$ cat config.mk
export PLATFORM = sky130hd
export DESIGN_NAME = fibonacci_index_finder
export DESIGN_NICKNAME = d
export VERILOG_FILES = /design/src/rtl/fibonacci_index_finder.sv
export SDC_FILE = /design/constraint.sdc
export NUM_CORES = 1
export LEC_CHECK = 0
export ABC_AREA = 1
export CAP_MARGIN = 10
export CORE_ASPECT_RATIO = 1.75
export CORE_UTILIZATION = 60
export DETAILED_ROUTE_END_ITERATION = 8
export PLACE_DENSITY = 0.82
export SLEW_MARGIN = 20
export SYNTH_ARGS = -nofsm -noshare
export SYNTH_HDL_FRONTEND = slang
export SYNTH_SLANG_ARGS = --single-unit
$ cat constraint.sdc
create_clock -name clk -period 5.46 [get_ports clk]
set_input_delay 1.365 -clock clk [delete_from_list [all_inputs] [get_ports clk]]
set_output_delay 1.365 -clock clk [all_outputs]
set_load 0.005 [all_outputs]
$ cat src/rtl/fibonacci_index_finder.sv
// Finds the smallest index n with F(n) >= value (F(0)=F(1)=1), one series term per cycle.
// Flags exact matches and values beyond the largest term that fits DATA_WIDTH.
module fibonacci_index_finder #(
    parameter int unsigned DATA_WIDTH = 8,
    parameter int unsigned IDX_WIDTH  = 4
) (
    input  logic                  clk,
    input  logic                  rst_n,
    input  logic                  in_valid,
    output logic                  in_ready,
    input  logic [DATA_WIDTH-1:0] in_value,
    output logic                  out_valid,
    input  logic                  out_ready,
    output logic [IDX_WIDTH-1:0]  out_index,
    output logic                  out_is_fib,
    output logic                  out_overflow
);

    typedef enum logic [1:0] {
        ST_IDLE,
        ST_SEARCH,
        ST_DONE
    } state_t;

    state_t                r_state;
    state_t                w_state_next;

    logic [DATA_WIDTH-1:0] r_value;
    logic [DATA_WIDTH-1:0] r_a;
    logic [DATA_WIDTH-1:0] r_b;
    logic [IDX_WIDTH-1:0]  r_n;
    logic [IDX_WIDTH-1:0]  r_index;
    logic                  r_is_fib;
    logic                  r_overflow;

    logic [DATA_WIDTH:0]   w_sum;
    logic                  w_accept;
    logic                  w_hit;
    logic                  w_ovf;
    logic                  w_step;
    logic                  w_release;

    localparam logic [DATA_WIDTH-1:0] ONE = {{(DATA_WIDTH-1){1'b0}}, 1'b1};

    assign w_sum = {1'b0, r_a} + {1'b0, r_b};

    always_ff @(posedge clk or negedge rst_n) begin
        if (!rst_n) begin
            r_state <= ST_IDLE;
        end else begin
            r_state <= w_state_next;
        end
    end

    // Rule order matters: a hit on the current term wins over overflow detection,
    // so a truncated b is only ever seen as a after the hit check.
    always_comb begin
        w_state_next = r_state;
        in_ready     = 1'b0;
        out_valid    = 1'b0;
        w_accept     = 1'b0;
        w_hit        = 1'b0;
        w_ovf        = 1'b0;
        w_step       = 1'b0;
        w_release    = 1'b0;
        unique case (r_state)
            ST_IDLE: begin
                in_ready = 1'b1;
                if (in_valid) begin
                    w_accept     = 1'b1;
                    w_state_next = ST_SEARCH;
                end
            end
            ST_SEARCH: begin
                if (r_a >= r_value) begin
                    w_hit        = 1'b1;
                    w_state_next = ST_DONE;
                end else if ((r_b < r_value) && w_sum[DATA_WIDTH]) begin
                    w_ovf        = 1'b1;
                    w_state_next = ST_DONE;
                end else begin
                    w_step = 1'b1;
                end
            end
            ST_DONE: begin
                out_valid = 1'b1;
                if (out_ready) begin
                    w_release    = 1'b1;
                    w_state_next = ST_IDLE;
                end
            end
            default: begin
                w_state_next = ST_IDLE;
            end
        endcase
    end

    always_ff @(posedge clk or negedge rst_n) begin
        if (!rst_n) begin
            r_value    <= '0;
            r_a        <= '0;
            r_b        <= '0;
            r_n        <= '0;
            r_index    <= '0;
            r_is_fib   <= 1'b0;
            r_overflow <= 1'b0;
        end else begin
            if (w_accept) begin
                r_value <= in_value;
                r_a     <= ONE;
                r_b     <= ONE;
                r_n     <= '0;
            end
            if (w_hit) begin
                r_index    <= r_n;
                r_is_fib   <= (r_a == r_value);
                r_overflow <= 1'b0;
            end
            if (w_ovf) begin
                r_index    <= r_n + 1'b1;
                r_is_fib   <= 1'b0;
                r_overflow <= 1'b1;
            end
            if (w_step) begin
                r_a <= r_b;
                r_b <= w_sum[DATA_WIDTH-1:0];
                r_n <= r_n + 1'b1;
            end
        end
    end

    assign out_index    = r_index;
    assign out_is_fib   = r_is_fib;
    assign out_overflow = r_overflow;

endmodule
==> results of run 1 <==
cells by family (layout without fill, tap and decap cells):
group,count (synthesis),count (layout),share of synthesized area (%)
xor+xnor,7,7,2.62
fa+ha+maj,25,25,13.7
mux,1,1,0.482
simple gates,129,129,26.7
buf+inv,42,65,8.35
flops,36,36,38.5
compound gates,37,37,9.64
final cells by class:
| class | count | area share (%) |
|---|---|---|
| multi-input cells | 199 | 47.3 |
| well taps | 46 | 2.19 |
| clock buffers | 8 | 3.43 |
| flip-flops and latches | 36 | 34.3 |
| repair buffers | 20 | 7.52 |
| inverters | 37 | 5.28 |
through the flow:
stage	area (um^2)	total power [mW]	std cells	setup WS [ps]
global placement	2540	1.12	338	2350
detailed placement	2540	1.16	338	2300
CTS	2630	1.36	346	2610
floorplan	2340	0.995	277	3370
global route	2630	1.47	346	2630
finish	2630	1.35	346	2670
routing by layer:
layer | up-vias | global-route usage [%] | part of all wire (%)
li1 | 938 | - | -
met1 | 873 | 25.5 | 38
met2 | 27 | 49.2 | 58
met3 | 11 | 3.99 | 1.4
met4 | 0 | 12.8 | 2.8
met5 | - | 0 | 0
worst min path at each step:
| stage | startpoint | slack (ps) | end | depth (start not counted) |
|---|---|---|---|---|
| floorplan | out_overflow$_DFFE_PN0P_ | 470 | out_overflow$_DFFE_PN0P_ | 2 |
| global placement | out_overflow$_DFFE_PN0P_ | 460 | out_overflow$_DFFE_PN0P_ | 2 |
| detailed placement | out_index[3]$_DFFE_PN0P_ | 470 | out_index[3]$_DFFE_PN0P_ | 2 |
| CTS | out_index[3]$_DFFE_PN0P_ | 490 | out_index[3]$_DFFE_PN0P_ | 2 |
| global route | out_index[3]$_DFFE_PN0P_ | 510 | out_index[3]$_DFFE_PN0P_ | 2 |
| finish | out_index[2]$_DFFE_PN0P_ | 480 | out_index[2]$_DFFE_PN0P_ | 2 |
placed cells by master (no fill, tap or decap), types with 2 or more instances in the layout:
cell             netlist  final
nand2_1               73     72
dfrtp_1               36     36
clkbuf_1               1      2
nor2_1                22     22
o21ai_0                3      3
clkbuf_8               0      6
ha_1                  24     24
clkdlybuf4s50_1        0     19
nand3_1               13     13
nor2_2                 2      2
inv_1                 35     35
o21ai_2                7      7
inv_2                  2      2
xor2_1                 4      4
xnor2_1                3      3
nand2_2                2      3
o21a_1                 2      2
o21ai_1                4      4
nand3_2                8      8
a21oi_1               17     17
nand4_1                4      4
nand2_4                2      2
state kept, by name (all words and copies together), names as in the netlist:
name and cells:
out_is_fib 1, r_state 2, r_a 8, r_n 4, out_overflow 1, r_b 8, r_value 8, out_index 4
power by group:
group	internal (mW)	leakage, nW	switching (mW)
clock	0.103	0.0455	0.0903
sequential	0.367	0.454	0.0776
combinational	0.271	0.866	0.441
critical path, cell delays in order (launching register included):
cell and delay (ps):
dfrtp_1 430, nor2_1 180, clkdlybuf4s50_1 530
==> results.json, run 1 <==
{
  "crit_type": "reg2out",
  "syn_area_um2": 2340,
  "grt_pass1_vias": 1901,
  "syn_nets": 314,
  "track_usage_pct": 25.7,
  "fin_nets": 336,
  "vias": 1849,
  "num_antenna_cells": 0,
  "r2r_end": "r_a[4]$_DFFE_PN0P_",
  "relSlewSlack_pct": 56.0,
  "post_drt_wl_per_cell_um": 13.3,
  "yosysTopAreaCell": "dfrtp_1",
  "via_per_inst": 5.34,
  "critPathCapture": "in_ready",
  "async_flop_share_pct": 100,
  "holdWs_ps": 484,
  "ir_drop_mv": 0.337,
  "ios": 20,
  "synth.top_cells.by_area": "dfrtp_1 (39%), ha_1 (13%), nand2_1 (12%)",
  "worstMarginPinSlew_ps": 658,
  "drive_above_1_share_pct": 11.7,
  "areaGrowthSynthToFinish_pct": 12.5,
  "syn_inst": 277,
  "rrSetupSlack_ps": 3140,
  "synth_most_common_cell": "nand2_1",
  "ys_seq_elements": 36,
  "max_cap_viol_count": 0,
  "gp_congestion": 0.815,
  "tritoncts": "built",
  "cts_setup_buffers": 0,
  "synth_cell_type_count": 32,
  "overflow": 0,
  "die_h_um": 84.6,
  "status": "finished, final reports clean",
  "grt_pass1_wl_um": 8090,
  "drv_slew": 0,
  "rows": 29,
  "cp_max_fo": 3,
  "crit_arrival_ps": 1430,
  "crit_path_end_kind": "output port",
  "ctsHtreeMaxLevel": 2,
  "multi_input_area_um2": 1240,
  "max_freq_ghz": 0.358,
  "final_util_pct": 71.7,
  "grt_max_degree": 37,
  "worstRegToRegCells": 13,
  "drt_iter0_drc": 38,
  "worstSetupStartpointType": "register",
  "synth_top_area_share_pct": 38.5,
  "clock-root-buffer": "clkbuf_8",
  "fin_crit_sh_pct": 51.2,
  "syn_area_per_cell_um2": 8.44,
  "cts.sinks": 36,
  "synthFlopType": "dfrtp_1",
  "antenna_found_initial": 0,
  "start_util_pct": 63.8,
  "synth_edf_count": 0,
  "ff_latch_area_um2": 901,
  "seq_area_frac_synth_pct": 38.5,
  "hold_viol_final": 0,
  "r2r_start": "r_b[0]$_DFFE_PN0P_",
  "cts_made_buffers": 5,
  "clk_pin_slew_ps": 70,
  "setup_tns_ps": 0,
  "hold_class": "reg2reg",
  "ys_warn_count": 0,
  "hpwl_um": 3580,
  "first_pass_iters": 4,
  "clk_latency_ps": 290,
  "clock_path_buffers": 2,
  "io_buffers": 19,
  "p_leak_nw": 1.37,
  "fin_skew_ps": 2.01,
  "die-area_um2": 4160,
  "n_fill_cell": 293,
  "finalCriticalPeriod_ps": 2790,
  "setup_viol_count_final": 0,
  "cts_resized": 0,
  "ant_nets": 0,
  "rsz0062_at_grt": "no",
  "cts_hold_buf": 0,
  "p_per_area_nw_per_um2": 513,
  "core_area_um2": 3660,
  "post-route-drc-count": 0,
  "dieWidth_um": 49.2,
  "cp-startpoint": "r_state[1]$_DFFE_PN0P_",
  "required_ps": 4090,
  "netlist_top_cells_count": "nand2_1 (73), dfrtp_1 (36), inv_1 (35)",
  "wl_um": 4620
}
Power figures use the tool's default switching activity.
==> inputs of run 2 (changes only) <==
Settings changed: CORE_UTILIZATION 60 to 58, PLACE_DENSITY 0.82 to 0.8.
Clock period 5.46 ns to 2.65 ns, I/O delays scaled along.
==> results.json, run 2 (synthesis gave the netlist of run 1 again) <==
{
  "crit_arrival_ps": 2410,
  "dieWidth_um": 50.0,
  "required_ps": 2830,
  "max_freq_ghz": 0.447,
  "hold_class": "reg2reg",
  "cts_hold_buf": 0,
  "ant_nets": 0,
  "die-area_um2": 4300,
  "antenna_found_initial": 0,
  "hold_viol_final": 0,
  "setup_viol_count_final": 0,
  "cp_max_fo": 28,
  "drv_slew": 0,
  "grt_pass1_vias": 1806,
  "cts_resized": 0,
  "num_antenna_cells": 0,
  "vias": 1849,
  "ios": 20,
  "fin_nets": 337,
  "worstMarginPinSlew_ps": 466,
  "die_h_um": 86.0,
  "status": "finished, final reports clean",
  "fin_crit_sh_pct": 84.4,
  "areaGrowthSynthToFinish_pct": 13.3,
  "final_cell_mix": "nand2_1 (73), dfrtp_1 (36), inv_1 (35)",
  "ctsHtreeMaxLevel": 2,
  "cts.sinks": 36,
  "cts_setup_buffers": 0,
  "drive_above_1_share_pct": 11.6,
  "ir_drop_mv": 0.650,
  "n_fill_cell": 317,
  "rows": 30,
  "final_util_pct": 68.5,
  "clock_path_buffers": 2,
  "rsz0062_at_grt": "no",
  "setup_tns_ps": 0,
  "power.total_mw": 2.80,
  "finalCriticalPeriod_ps": 2240,
  "wl_um": 4600,
  "crit_path_end_kind": "register",
  "core_area_um2": 3870,
  "cts_made_buffers": 5,
  "clk_pin_slew_ps": 70,
  "grt_max_degree": 37,
  "clk_latency_ps": 280,
  "crit_type": "reg2reg",
  "post_drt_wl_per_cell_um": 13.2,
  "post-route-drc-count": 0,
  "overflow": 0,
  "worstSetupStartpointType": "register",
  "track_usage_pct": 23.9,
  "via_per_inst": 5.30,
  "p_per_area_nw_per_um2": 1060,
  "grt_pass1_wl_um": 7730,
  "p_leak_nw": 1.38,
  "start_util_pct": 60.5,
  "relSlewSlack_pct": 68.9,
  "first_pass_iters": 4,
  "gp_congestion": 0.855,
  "max_cap_viol_count": 0,
  "io_buffers": 19,
  "reg_top3": "r_a: 8 flops, r_b: 8 flops, r_value: 8 flops",
  "fin_skew_ps": 3.51,
  "final_common_cell": "nand2_1",
  "tritoncts": "built",
  "hpwl_um": 3360,
  "clock-root-buffer": "clkbuf_8",
  "drt_iter0_drc": 21,
  "holdWs_ps": 469
}
## run 2: changes by cell type in the layout (fill, tap and decap cells not counted)
cell / previous run / this run
buf_12: 0 / 1
nand2_1: 72 / 73
nand2_2: 3 / 2
## run 2: worst paths after layout
path                            cells after the start                startpoint                       end  slack (ps)
worst max-delay path                               13        r_b[0]$_DFFE_PN0P_        r_a[6]$_DFFE_PN0P_         410
max in group asynchronous                           2                     rst_n        r_b[6]$_DFFE_PN0P_        1530
worst min register to register                      2  out_overflow$_DFFE_PN0P_  out_overflow$_DFFE_PN0P_         470
worst min-delay path                                2  out_overflow$_DFFE_PN0P_  out_overflow$_DFFE_PN0P_         470
worst max register to register                     13        r_b[0]$_DFFE_PN0P_        r_a[6]$_DFFE_PN0P_         410
min in group asynchronous                           2                     rst_n    r_state[1]$_DFFE_PN0P_         790
## run 2: worst max-delay path, stage by stage (launching register included)
cell,delay (ps)
dfrtp_1,400
ha_1,210
inv_1,60
fa_1,390
inv_1,80
nand3_2,60
nand2_2,100
nand2_1,60
nand2_2,90
nand3_4,110
nand2_8,250
inv_2,150
nand2_1,100
nand2_1,60
## run 2: final cells by class
cell class	instances	area [um^2]	share of cell area (%)
flip-flops and latches	36	901	34.0
well taps	48	60.1	2.27
clock buffers	8	90.1	3.40
multi-input cells	199	1240	46.9
inverters	37	139	5.24
repair buffers	21	218	8.22
## run 2: power breakdown
group | switching [mW] | total (mW) | internal, mW
logic | 0.904 | 1.48 | 0.574
clock network | 0.193 | 0.405 | 0.212
registers | 0.158 | 0.914 | 0.755
total | 1.25 | 2.80 | 1.54
## run 2: routing by layer
metal	share of wire [%]	vias up	global-route usage, %
li1	-	944	-
met1	41	858	26.5
met2	52	32	41.7
met3	2.1	15	3.55
met4	4.3	0	14.8
met5	0	-	0
## run 2: metrics by stage
step           cell area, um^2  worst slack [ps]  std cells
6_report                  2650               413        349
5_1_grt                   2650               231        349
4_1_cts                   2650               398        349
2_1_floorplan             2340               723        277
3_5_place_dp              2560               420        341
3_3_place_gp              2560               498        341
==> inputs of run 3 (changes only) <==
Settings changed: CORE_UTILIZATION 58 to 52, PLACE_DENSITY 0.8 to 0.76.
Clock period 2.65 ns to 1.82 ns, I/O delays scaled along.
==> results.json, run 3 (synthesis gave the netlist of run 1 again) <==
{
  "core_area_um2": 4230,
  "status": "finished with violations",
  "clk_pin_slew_ps": 70,
  "rsz0062_at_grt": "yes",
  "clk_latency_ps": 290,
  "reg_top3": "r_a: 8 flops, r_b: 8 flops, r_value: 8 flops",
  "ant_nets": 0,
  "die_h_um": 90.7,
  "final_util_pct": 72.9,
  "worstSetupStartpointType": "register",
  "power.total_mw": 4.95,
  "placed_area_um2": 2820,
  "io_buffers": 19,
  "worstMarginPinSlew_ps": 260,
  "p_per_area_nw_per_um2": 1600,
  "fin_area_um2": 3080,
  "wl_um": 5370,
  "crit_arrival_ps": 2170,
  "via_per_inst": 5.28,
  "max_cap_viol_count": 0,
  "finalCriticalPeriod_ps": 1960,
  "num_antenna_cells": 0,
  "cp_top_family": "simple AND/OR/NAND/NOR gates",
  "grt_pass1_vias": 1997,
  "required_ps": 2040,
  "cp_max_fo": 6,
  "dp_cells": 366,
  "final_common_cell": "nand2_1",
  "vias": 2027,
  "post-route-drc-count": 0,
  "crit_type": "reg2reg",
  "tritoncts": "built",
  "clock_path_buffers": 2,
  "slowest_delay_ps": 370,
  "hold_class": "reg2reg",
  "die-area_um2": 4780,
  "clock-root-buffer": "clkbuf_8",
  "hpwl_um": 3710,
  "crit_path_end_kind": "register",
  "setup_viol_count_final": 27,
  "ios": 20,
  "p_leak_nw": 1.60,
  "first_pass_iters": 4,
  "grt_max_degree": 37,
  "fin_nets": 371,
  "rows": 31,
  "gp_congestion": 0.876,
  "max_freq_ghz": 0.511,
  "track_usage_pct": 23.5,
  "worstPathCellList": "ha_2 > inv_2 > fa_2 > inv_2 > nand3_2 > nand2_2 > nand2_2 > nand2_4 > nand3_4 > nand2_8 > buf_12 > nand3_2 > o21ai_2",
  "violations": "negative setup slack",
  "drive_above_1_share_pct": 26.0,
  "start_util_pct": 55.3,
  "post_drt_wl_per_cell_um": 14.0,
  "grt_pass1_wl_um": 8510,
  "drt_iter0_drc": 42,
  "cts.sinks": 36,
  "stdcell_count": 384,
  "fin_skew_ps": 7.05,
  "areaGrowthSynthToFinish_pct": 31.9,
  "dieWidth_um": 52.7,
  "cts_made_buffers": 5,
  "antenna_found_initial": 0,
  "cp_num_buf_inv": 3,
  "overflow": 0,
  "ctsHtreeMaxLevel": 2,
  "final_cell_mix": "nand2_1 (71), dfrtp_1 (36), inv_1 (33)",
  "hold_viol_final": 0,
  "ir_drop_mv": 1.04,
  "fin_ws_ps": -135,
  "fin_crit_sh_pct": 107,
  "drv_slew": 0,
  "relSlewSlack_pct": 82.5,
  "cp_slowest_cell": "dfrtp_1"
}
[run 3: what timing repair did]
action / in CTS / in global routing
resized for setup: 5 / 9
setup buffers: 3 / 4
hold buffers: 0 / 0
setup endpoints to repair: 29 / 30
pin swaps: 0 / 8
cloned: 0 / 3
[run 3: power breakdown]
group	switching, mW	internal, mW	leakage (nW)
logic	1.60	1.44	1.10
clock network	0.292	0.309	0.0455
registers	0.215	1.08	0.454
total	2.11	2.83	1.60
[run 3: area by class of cell]
| cell class | instances | area [um^2] |
|---|---|---|
| inverter | 37 | 141 |
| multi-input combinational | 200 | 1340 |
| fill | 321 | 1140 |
| tap | 49 | 61.3 |
| timing repair buffer | 54 | 547 |
| sequential | 36 | 901 |
| clock buffer | 8 | 90.1 |
[run 3: worst paths after layout]
check / start / endpoint / slack (ps) / depth (start not counted)
setup / recovery: r_a[0]$_DFFE_PN0P_ / r_b[5]$_DFFE_PN0P_ / -140 / 13
hold / removal: out_index[2]$_DFFE_PN0P_ / out_index[2]$_DFFE_PN0P_ / 490 / 2
setup reg to reg: r_a[0]$_DFFE_PN0P_ / r_b[5]$_DFFE_PN0P_ / -140 / 13
hold reg to reg: out_index[2]$_DFFE_PN0P_ / out_index[2]$_DFFE_PN0P_ / 490 / 2
max in group asynchronous: rst_n / r_b[1]$_DFFE_PN0P_ / 1090 / 2
min in group asynchronous: rst_n / out_index[3]$_DFFE_PN0P_ / 540 / 2
[run 3: worst register-to-register path, delay by kind of cell (launching register included)]
| kind | cells | cell delay, ps |
|---|---|---|
| compound gates | 1 | 70 |
| flops | 1 | 370 |
| buf+inv | 3 | 250 |
| fa+ha+maj | 2 | 540 |
| simple gates | 7 | 670 |
[run 3: through the flow]
| step | setup TNS [ps] | hold WS (ps) | setup slack, ps |
|---|---|---|---|
| global placement | -928 | 459 | -54.0 |
| global route | -6380 | 522 | -262 |
| detailed placement | -1690 | 480 | -118 |
| floorplan | -389 | 159 | -28.0 |
| CTS | -2110 | 499 | -114 |
| finish | -2690 | 490 | -135 |
[run 3: metal layers]
metal	wire length [um]	share of wire, %	track usage (%)
met5	0	0	0
met4	145	2.7	10.3
met3	126	2.3	3.54
met2	2920	54	42.7
met1	2180	41	25.2
